### src/rtl/vga_pkg.sv
// Shared VGA timing defaults, coordinate type and painter colour constants.
package vga_pkg;

  typedef logic [9:0]  coord_t;
  typedef logic [11:0] rgb_t;

  // 640x480@60 Hz defaults
  localparam int DEF_H_ACTIVE = 640;
  localparam int DEF_H_FP     = 16;
  localparam int DEF_H_SYNC   = 96;
  localparam int DEF_H_BP     = 48;
  localparam int DEF_V_ACTIVE = 480;
  localparam int DEF_V_FP     = 10;
  localparam int DEF_V_SYNC   = 2;
  localparam int DEF_V_BP     = 33;
  localparam int DEF_H_TOTAL  = DEF_H_ACTIVE + DEF_H_FP + DEF_H_SYNC + DEF_H_BP;
  localparam int DEF_V_TOTAL  = DEF_V_ACTIVE + DEF_V_FP + DEF_V_SYNC + DEF_V_BP;

  localparam logic DEF_SYNC_POL    = 1'b0;
  localparam int   DEF_SCROLL_DIV  = 2;
  localparam int   DEF_SCROLL_STEP = 1;

  // Colours used by the downstream message painter (4:4:4 RGB)
  localparam rgb_t COLOR_BLACK = 12'h000;
  localparam rgb_t COLOR_WHITE = 12'hFFF;
  localparam rgb_t COLOR_TEXT  = 12'h0F0;
  localparam rgb_t COLOR_BG    = 12'h004;

  // Inclusive range test used by the sync decoders
  function automatic logic in_window(input coord_t v, input coord_t lo, input coord_t hi);
    return (v >= lo) && (v <= hi);
  endfunction

endpackage

### src/rtl/scroll_ctrl.sv
// Frame divider plus modular horizontal scroll offset; advances only on the frame-wrap strobe.
module scroll_ctrl
  import vga_pkg::*;
#(
  parameter int H_ACTIVE    = DEF_H_ACTIVE,
  parameter int SCROLL_DIV  = DEF_SCROLL_DIV,
  parameter int SCROLL_STEP = DEF_SCROLL_STEP
) (
  input  logic       clk,
  input  logic       rst_n,
  input  logic       i_frame_wrap,
  input  logic       i_scroll_en,
  input  logic       i_scroll_dir,
  output logic [9:0] o_scroll_x
);

  localparam int                 DIV_W    = (SCROLL_DIV > 1) ? $clog2(SCROLL_DIV) : 1;
  localparam logic [DIV_W-1:0]   DIV_LAST = DIV_W'(SCROLL_DIV - 1);
  localparam logic [10:0]        STEP_W   = 11'(SCROLL_STEP);
  localparam logic [10:0]        HA_W     = 11'(H_ACTIVE);

  logic [DIV_W-1:0] r_div;
  logic [9:0]       r_scroll;
  logic [10:0]      w_inc_raw;
  logic [10:0]      w_dec_raw;
  logic [10:0]      w_inc;
  logic [10:0]      w_dec;
  logic [9:0]       w_next_scroll;
  logic             w_div_wrap;

  // Candidate next offsets for both directions, folded back into 0..H_ACTIVE-1
  always_comb begin
    // NOTE: every combinational output gets a default first so no path leaves it unassigned (no latch).
    w_inc_raw = {1'b0, r_scroll} + STEP_W;
    w_dec_raw = {1'b0, r_scroll} - STEP_W;
    w_inc     = w_inc_raw;
    w_dec     = w_dec_raw;
    if (w_inc_raw >= HA_W) w_inc = w_inc_raw - HA_W;
    // Bit 10 set means the 11-bit subtraction went negative
    if (w_dec_raw[10])     w_dec = w_dec_raw + HA_W;
    w_next_scroll = i_scroll_dir ? w_dec[9:0] : w_inc[9:0];
    w_div_wrap    = (r_div == DIV_LAST);
  end

  // Divider and offset only move on the frame-wrap edge, so the offset is stable for a whole frame
  always_ff @(posedge clk or negedge rst_n) begin
    if (!rst_n) begin
      r_div    <= '0;
      r_scroll <= '0;
    end else if (i_frame_wrap && i_scroll_en) begin
      // NOTE: sequential state uses non-blocking assignments so every register sees pre-edge values.
      r_div <= w_div_wrap ? '0 : r_div + 1'b1;
      if (w_div_wrap) r_scroll <= w_next_scroll;
    end
  end

  assign o_scroll_x = r_scroll;

endmodule

### src/rtl/vga_timing_gen.sv
// VGA raster counters, sync/data-enable decode and line/frame strobes, all registered
// from the next counter value so every output lines up with the sx/sy it describes.
module vga_timing_gen
  import vga_pkg::*;
#(
  parameter int   H_ACTIVE    = DEF_H_ACTIVE,
  parameter int   H_FP        = DEF_H_FP,
  parameter int   H_SYNC      = DEF_H_SYNC,
  parameter int   H_BP        = DEF_H_BP,
  parameter int   V_ACTIVE    = DEF_V_ACTIVE,
  parameter int   V_FP        = DEF_V_FP,
  parameter int   V_SYNC      = DEF_V_SYNC,
  parameter int   V_BP        = DEF_V_BP,
  parameter logic SYNC_POL    = DEF_SYNC_POL,
  parameter int   SCROLL_DIV  = DEF_SCROLL_DIV,
  parameter int   SCROLL_STEP = DEF_SCROLL_STEP
) (
  input  logic       clk,
  input  logic       rst_n,
  input  logic       scroll_en,
  input  logic       scroll_dir,
  output logic [9:0] sx,
  output logic [9:0] sy,
  output logic       hsync,
  output logic       vsync,
  output logic       data_en,
  output logic       line_start,
  output logic       frame_start,
  output logic [9:0] scroll_x
);

  localparam int     H_TOTAL  = H_ACTIVE + H_FP + H_SYNC + H_BP;
  localparam int     V_TOTAL  = V_ACTIVE + V_FP + V_SYNC + V_BP;
  localparam coord_t H_LAST   = coord_t'(H_TOTAL - 1);
  localparam coord_t V_LAST   = coord_t'(V_TOTAL - 1);
  localparam coord_t H_ACT    = coord_t'(H_ACTIVE);
  localparam coord_t V_ACT    = coord_t'(V_ACTIVE);
  localparam coord_t HS_START = coord_t'(H_ACTIVE + H_FP);
  localparam coord_t HS_END   = coord_t'(H_ACTIVE + H_FP + H_SYNC - 1);
  localparam coord_t VS_START = coord_t'(V_ACTIVE + V_FP);
  localparam coord_t VS_END   = coord_t'(V_ACTIVE + V_FP + V_SYNC - 1);

  coord_t r_sx;
  coord_t r_sy;
  logic   r_hsync;
  logic   r_vsync;
  logic   r_data_en;
  logic   r_line_start;
  logic   r_frame_start;

  coord_t w_sx_next;
  coord_t w_sy_next;
  logic   w_sx_last;
  logic   w_sy_last;
  logic   w_frame_wrap;

  // Next raster position; the frame wraps when (H_TOTAL-1, V_TOTAL-1) rolls over to (0,0)
  always_comb begin
    w_sx_last    = (r_sx == H_LAST);
    w_sy_last    = (r_sy == V_LAST);
    w_frame_wrap = w_sx_last && w_sy_last;
    w_sx_next    = w_sx_last ? '0 : r_sx + 1'b1;
    w_sy_next    = r_sy;
    if (w_sx_last) w_sy_next = w_sy_last ? '0 : r_sy + 1'b1;
  end

  // Counters and every decoded output register together from the next position
  always_ff @(posedge clk or negedge rst_n) begin
    if (!rst_n) begin
      r_sx          <= '0;
      r_sy          <= '0;
      r_hsync       <= ~SYNC_POL;
      r_vsync       <= ~SYNC_POL;
      r_data_en     <= 1'b0;
      r_line_start  <= 1'b0;
      r_frame_start <= 1'b0;
    end else begin
      r_sx          <= w_sx_next;
      r_sy          <= w_sy_next;
      r_hsync       <= in_window(w_sx_next, HS_START, HS_END) ? SYNC_POL : ~SYNC_POL;
      r_vsync       <= in_window(w_sy_next, VS_START, VS_END) ? SYNC_POL : ~SYNC_POL;
      r_data_en     <= (w_sx_next < H_ACT) && (w_sy_next < V_ACT);
      r_line_start  <= (w_sx_next == '0);
      r_frame_start <= (w_sx_next == '0) && (w_sy_next == '0);
    end
  end

  scroll_ctrl #(
    .H_ACTIVE   (H_ACTIVE),
    .SCROLL_DIV (SCROLL_DIV),
    .SCROLL_STEP(SCROLL_STEP)
  ) u_scroll_ctrl (
    .clk         (clk),
    .rst_n       (rst_n),
    .i_frame_wrap(w_frame_wrap),
    .i_scroll_en (scroll_en),
    .i_scroll_dir(scroll_dir),
    .o_scroll_x  (scroll_x)
  );

  assign sx          = r_sx;
  assign sy          = r_sy;
  assign hsync       = r_hsync;
  assign vsync       = r_vsync;
  assign data_en     = r_data_en;
  assign line_start  = r_line_start;
  assign frame_start = r_frame_start;

endmodule

### config.mk
export PLATFORM = sky130hd
export DESIGN_NAME = vga_timing_gen
export DESIGN_NICKNAME = d
export VERILOG_FILES = /design/src/rtl/vga_pkg.sv /design/src/rtl/scroll_ctrl.sv /design/src/rtl/vga_timing_gen.sv
export SDC_FILE = /design/constraint.sdc
export NUM_CORES = 1
export LEC_CHECK = 0
export CORE_MARGIN = 4
export CORE_UTILIZATION = 35
export CTS_BUF_LIST = sky130_fd_sc_hd__clkbuf_4
export DETAILED_ROUTE_END_ITERATION = 10
export HOLD_SLACK_MARGIN = 0.05
export PLACE_DENSITY = 0.54
export SYNTH_ARGS = -nofsm -noshare
export SYNTH_HDL_FRONTEND = slang
export SYNTH_SLANG_ARGS = --single-unit
### constraint.sdc
create_clock -name clk -period 3.78 [get_ports clk]
set_clock_uncertainty 0.05 [all_clocks]
set_input_delay 0.756 -clock clk [delete_from_list [all_inputs] [get_ports clk]]
set_output_delay 0.756 -clock clk [all_outputs]
set_load 0.05 [all_outputs]
==> impl_metrics.csv <==
group,metric,value,unit
critical_path,critPathSlowestCell,"or4_4",
run_status,run_status,"finished, final reports clean",
final_layout,flow.area_growth_from_synthesis,18.3,%
clock_tree,cts_sinks,36,
grt,globalRouteOverflowTotal,0,
final_layout,layoutNonFillerInstCount,407,
floorplanning,floorplan.die_area,0.00860,mm^2
grt,grt_start_max_net_pins,37,
pwr,power.ir.vdd_worst,113,uV
timing,slew_headroom,45.9,%
grt,grt_pass1_wl,10.4,mm
worst_hold_path,min_path_type,"in2async",
final_layout,fill_cells,673,
critical_path,worst-endpoint-arrival,3170,ps
pwr,sequentialPowerShare,57.0,%
final_layout,seq_area,903,um^2
place,gpl.final_weighted_congestion,0.904,
critical_path,worstSetupPathType,"reg2reg",
critical_path,cp_num_buf_inv,0,
synth,yosysTopAreaCellShare,33.9,%
pwr,p_leak,0.00116,uW
synth,synthDistinctLibCells,57,
timing,timing.fmax,0.336,GHz
grt,grt_antenna_before_repair,0,
detailed_routing,post-route-drc-count,0,
clock_tree,post_cts_resized,0,
detailed_routing,wl,6.23,mm
detailed_routing,routed_wire_length_per_instance,15.3,um
critical_path,critical_path_peak_fanout,11,
synth,avgSynthCellArea,8.78,um^2
synth,ys.warnings.count,0,
synth,area_leader_netlist,"dfrtp_1",
critical_path,crit_path_cell_trace,"or4_4 -> or4_1 -> xnor2_1 -> ha_1 -> nor3_1 -> nor2_1 -> mux2i_1 -> o31ai_1 -> a221o_2",
floorplanning,initial_core_util,36.6,%
clock_tree,clock_path_buffers,2,
final_layout,drive_gt1_share,6.75,%
synth,netlist_instances,286,
final_layout,final_nets,323,
clock_tree,cts-root-buf,"clkbuf_4",
timing,report.final.setup_viol,0,
grt,grt_pass1_vias,2071,
synth,postSynthNetCount,299,
clock_tree,numCtsBuffers,5,
clock_tree,worst_skew_pair.late_latency,360,ps
pwr,switching_share,22.5,%
pwr,power_report.internal_total,524,uW
place,numPlacedInstances,399,
floorplanning,fp-row-count,30,
floorplanning,core,0.00687,mm^2
floorplanning,die_height,92.7,um
timing,hold_slack,425,ps
synth,postSynth.topFlopCell,"dfrtp_1",
place,detailed_place_hpwl,4.34,mm
flow_run,max_cap_violations,0,
pwr,clock_power_share,40.8,%
grt,groute.usage.overall,15.1,%
synth,ys_seq_elements,36,
synth,synth-async-reset-ratio,100,%
timing,totalNegativeSetupSlack,0,ps
place,dpl-instance-area,0.00290,mm^2
synth,synth.cells.most_frequent,"dfrtp_1, nand2_1, nor2_1, nand3_1, xnor2_1",
critical_path,worstSetupStartpointType,"flop",
synth,synth_area_leaders,"dfrtp_1, xnor2_1, ha_1",
critical_path,critical_path_required,3980,ps
floorplanning,floorplan.die.width,92.7,um
critical_path,kind_of_end_point_of_the_critical_path,"flop",
timing,fin_crit_sh,78.7,%
clock_tree,holdBufCountCts,0,
detailed_routing,final_antenna_net_count,0,
pwr,combPwrFrac,2.2,%
synth,yosysSeqAreaShare,36.0,%
floorplanning,pin_count,39,
final_layout,antenna_cells,0,
detailed_routing,vias,2217,
clock_tree,cts_tree,"done",
timing,grt_setup_unrepaired,"false",
detailed_routing,firstDrtPassIters,4,
detailed_routing,viasPerCell,5.45,
clock_tree,cts_htree_levels,2,
synth,number_of_synthesized_flops_with_an_enable_pin,0,
critical_path,critical-path-top-delay-family,"simple AND/OR/NAND/NOR gates",
timing,timing_hold_violations_final,0,
synth,post_synthesis_instance_area,0.00251,mm^2
pwr,net-switching-power,152,uW
critical_path,cpPeakStageDelay,600,ps
timing,finalMaxSlewViolations,0,
clock_tree,clk_pin_slew,110,ps
detailed_routing,detailedRoute.firstIterationViolations,62,
synth,cell_with_the_most_instances_after_synthesis,"dfrtp_1",
timing,period_needed,2980,ps
pwr,power_per_cell_area,227,mW/mm^2
timing,worst-slew-pin-transition,812,ps
place,io_buffers,38,
clock_tree,post_cts.repair.setup_buffers,0,
final_layout,fin_area,0.00297,mm^2
final_layout,multi_input_comb_area,0.00144,mm^2
-- through the flow --
stage | total power, uW | util (%) | setup WS [ps]
after floorplan | 397 | - | 720
after global placement | 408 | 42.2 | 894
after detailed placement | 408 | 42.2 | 840
after CTS | 686 | 43.3 | 813
after global routing | 705 | 43.3 | 622
final | 676 | 43.3 | 804
-- flip-flops by register name, indices dropped and copies added, names as in the netlist --
register	flops
sx	10
sy	10
data_en	1
u_scroll_ctrl.o_scroll_x	10
u_scroll_ctrl.r_div	1
vsync	1
line_start	1
hsync	1
frame_start	1
-- worst paths after layout --
kind	start	endpoint	slack (ps)	cells after the start
worst max-delay path	u_scroll_ctrl.o_scroll_x[4]$_DFFE_PN0P_	u_scroll_ctrl.o_scroll_x[9]$_DFFE_PN0P_	800	9
worst min register to register	u_scroll_ctrl.r_div$_DFFE_PN0P_	u_scroll_ctrl.r_div$_DFFE_PN0P_	440	1
max in group asynchronous	rst_n	u_scroll_ctrl.o_scroll_x[9]$_DFFE_PN0P_	2740	1
worst min-delay path	rst_n	sx[4]$_DFF_PN0_	430	1
min in group clk	u_scroll_ctrl.r_div$_DFFE_PN0P_	u_scroll_ctrl.r_div$_DFFE_PN0P_	440	1
worst max register to register	u_scroll_ctrl.o_scroll_x[4]$_DFFE_PN0P_	u_scroll_ctrl.o_scroll_x[9]$_DFFE_PN0P_	800	9
-- worst reg2reg max path, cell delays in order, from the launching register on --
cell	delay [ps]
dfrtp_1	510
or4_4	600
or4_1	480
xnor2_1	160
ha_1	200
nor3_1	250
nor2_1	70
mux2i_1	140
o31ai_1	80
a221o_2	330
-- kinds of logic after synthesis --
| kind of cell | share of synthesized area (%) |
|---|---|
| mux | 2.44 |
| fa+ha+maj | 4.48 |
| simple gates | 27.0 |
| flops | 36.0 |
| xor+xnor | 8.37 |
| buf+inv | 6.77 |
| compound gates | 14.9 |
-- area by class of cell --
type	instances	share of cell area, %
flip-flops and latches	36	30.4
multi-input cells	214	48.4
inverters	14	1.77
well taps	96	4.04
clock buffers	5	1.26
clock inverters	3	1.26
repair buffers	39	12.9
-- power groups by stage --
| stage | combinational [uW] | clock, uW | sequential, uW |
|---|---|---|---|
| 6_report | 14.7 | 276 | 385 |
| 5_1_grt | 17.7 | 303 | 385 |
| 4_1_cts | 15.6 | 285 | 385 |
| 3_5_place_dp | 15.6 | 0 | 392 |
| 3_3_place_gp | 15.6 | 0 | 392 |
| 2_1_floorplan | 4.23 | 0 | 393 |
-- layer usage --
metal  global-route usage (%)  vias to the layer above  routed length [um]
met2                     23.6                       61                2940
met1                     20.5                     1067                2890
met3                     3.98                        6                 343
li1                         -                     1083                   -
met4                     4.27                        0                  65
met5                        0                        -                   0
-- placed cells by master (no fill, tap or decap), drive strengths merged, types with 3 or more instances in the layout --
cell type,count
or4,3
a21boi,3
xnor2,15
nor4b,6
nand4,5
or3,7
inv,14
nand2,24
o22ai,4
and4,4
clkdlybuf4s50,37
nor4,6
o21ai,14
nor3,12
a211oi,3
mux2i,5
dfrtp,34
a31oi,3
o31ai,7
nand4b,3
nand3,17
nor2,18
xor2,9
a21oi,10
and3,3
clkbuf,5
ha,9
(Power assumes the default switching activity.)
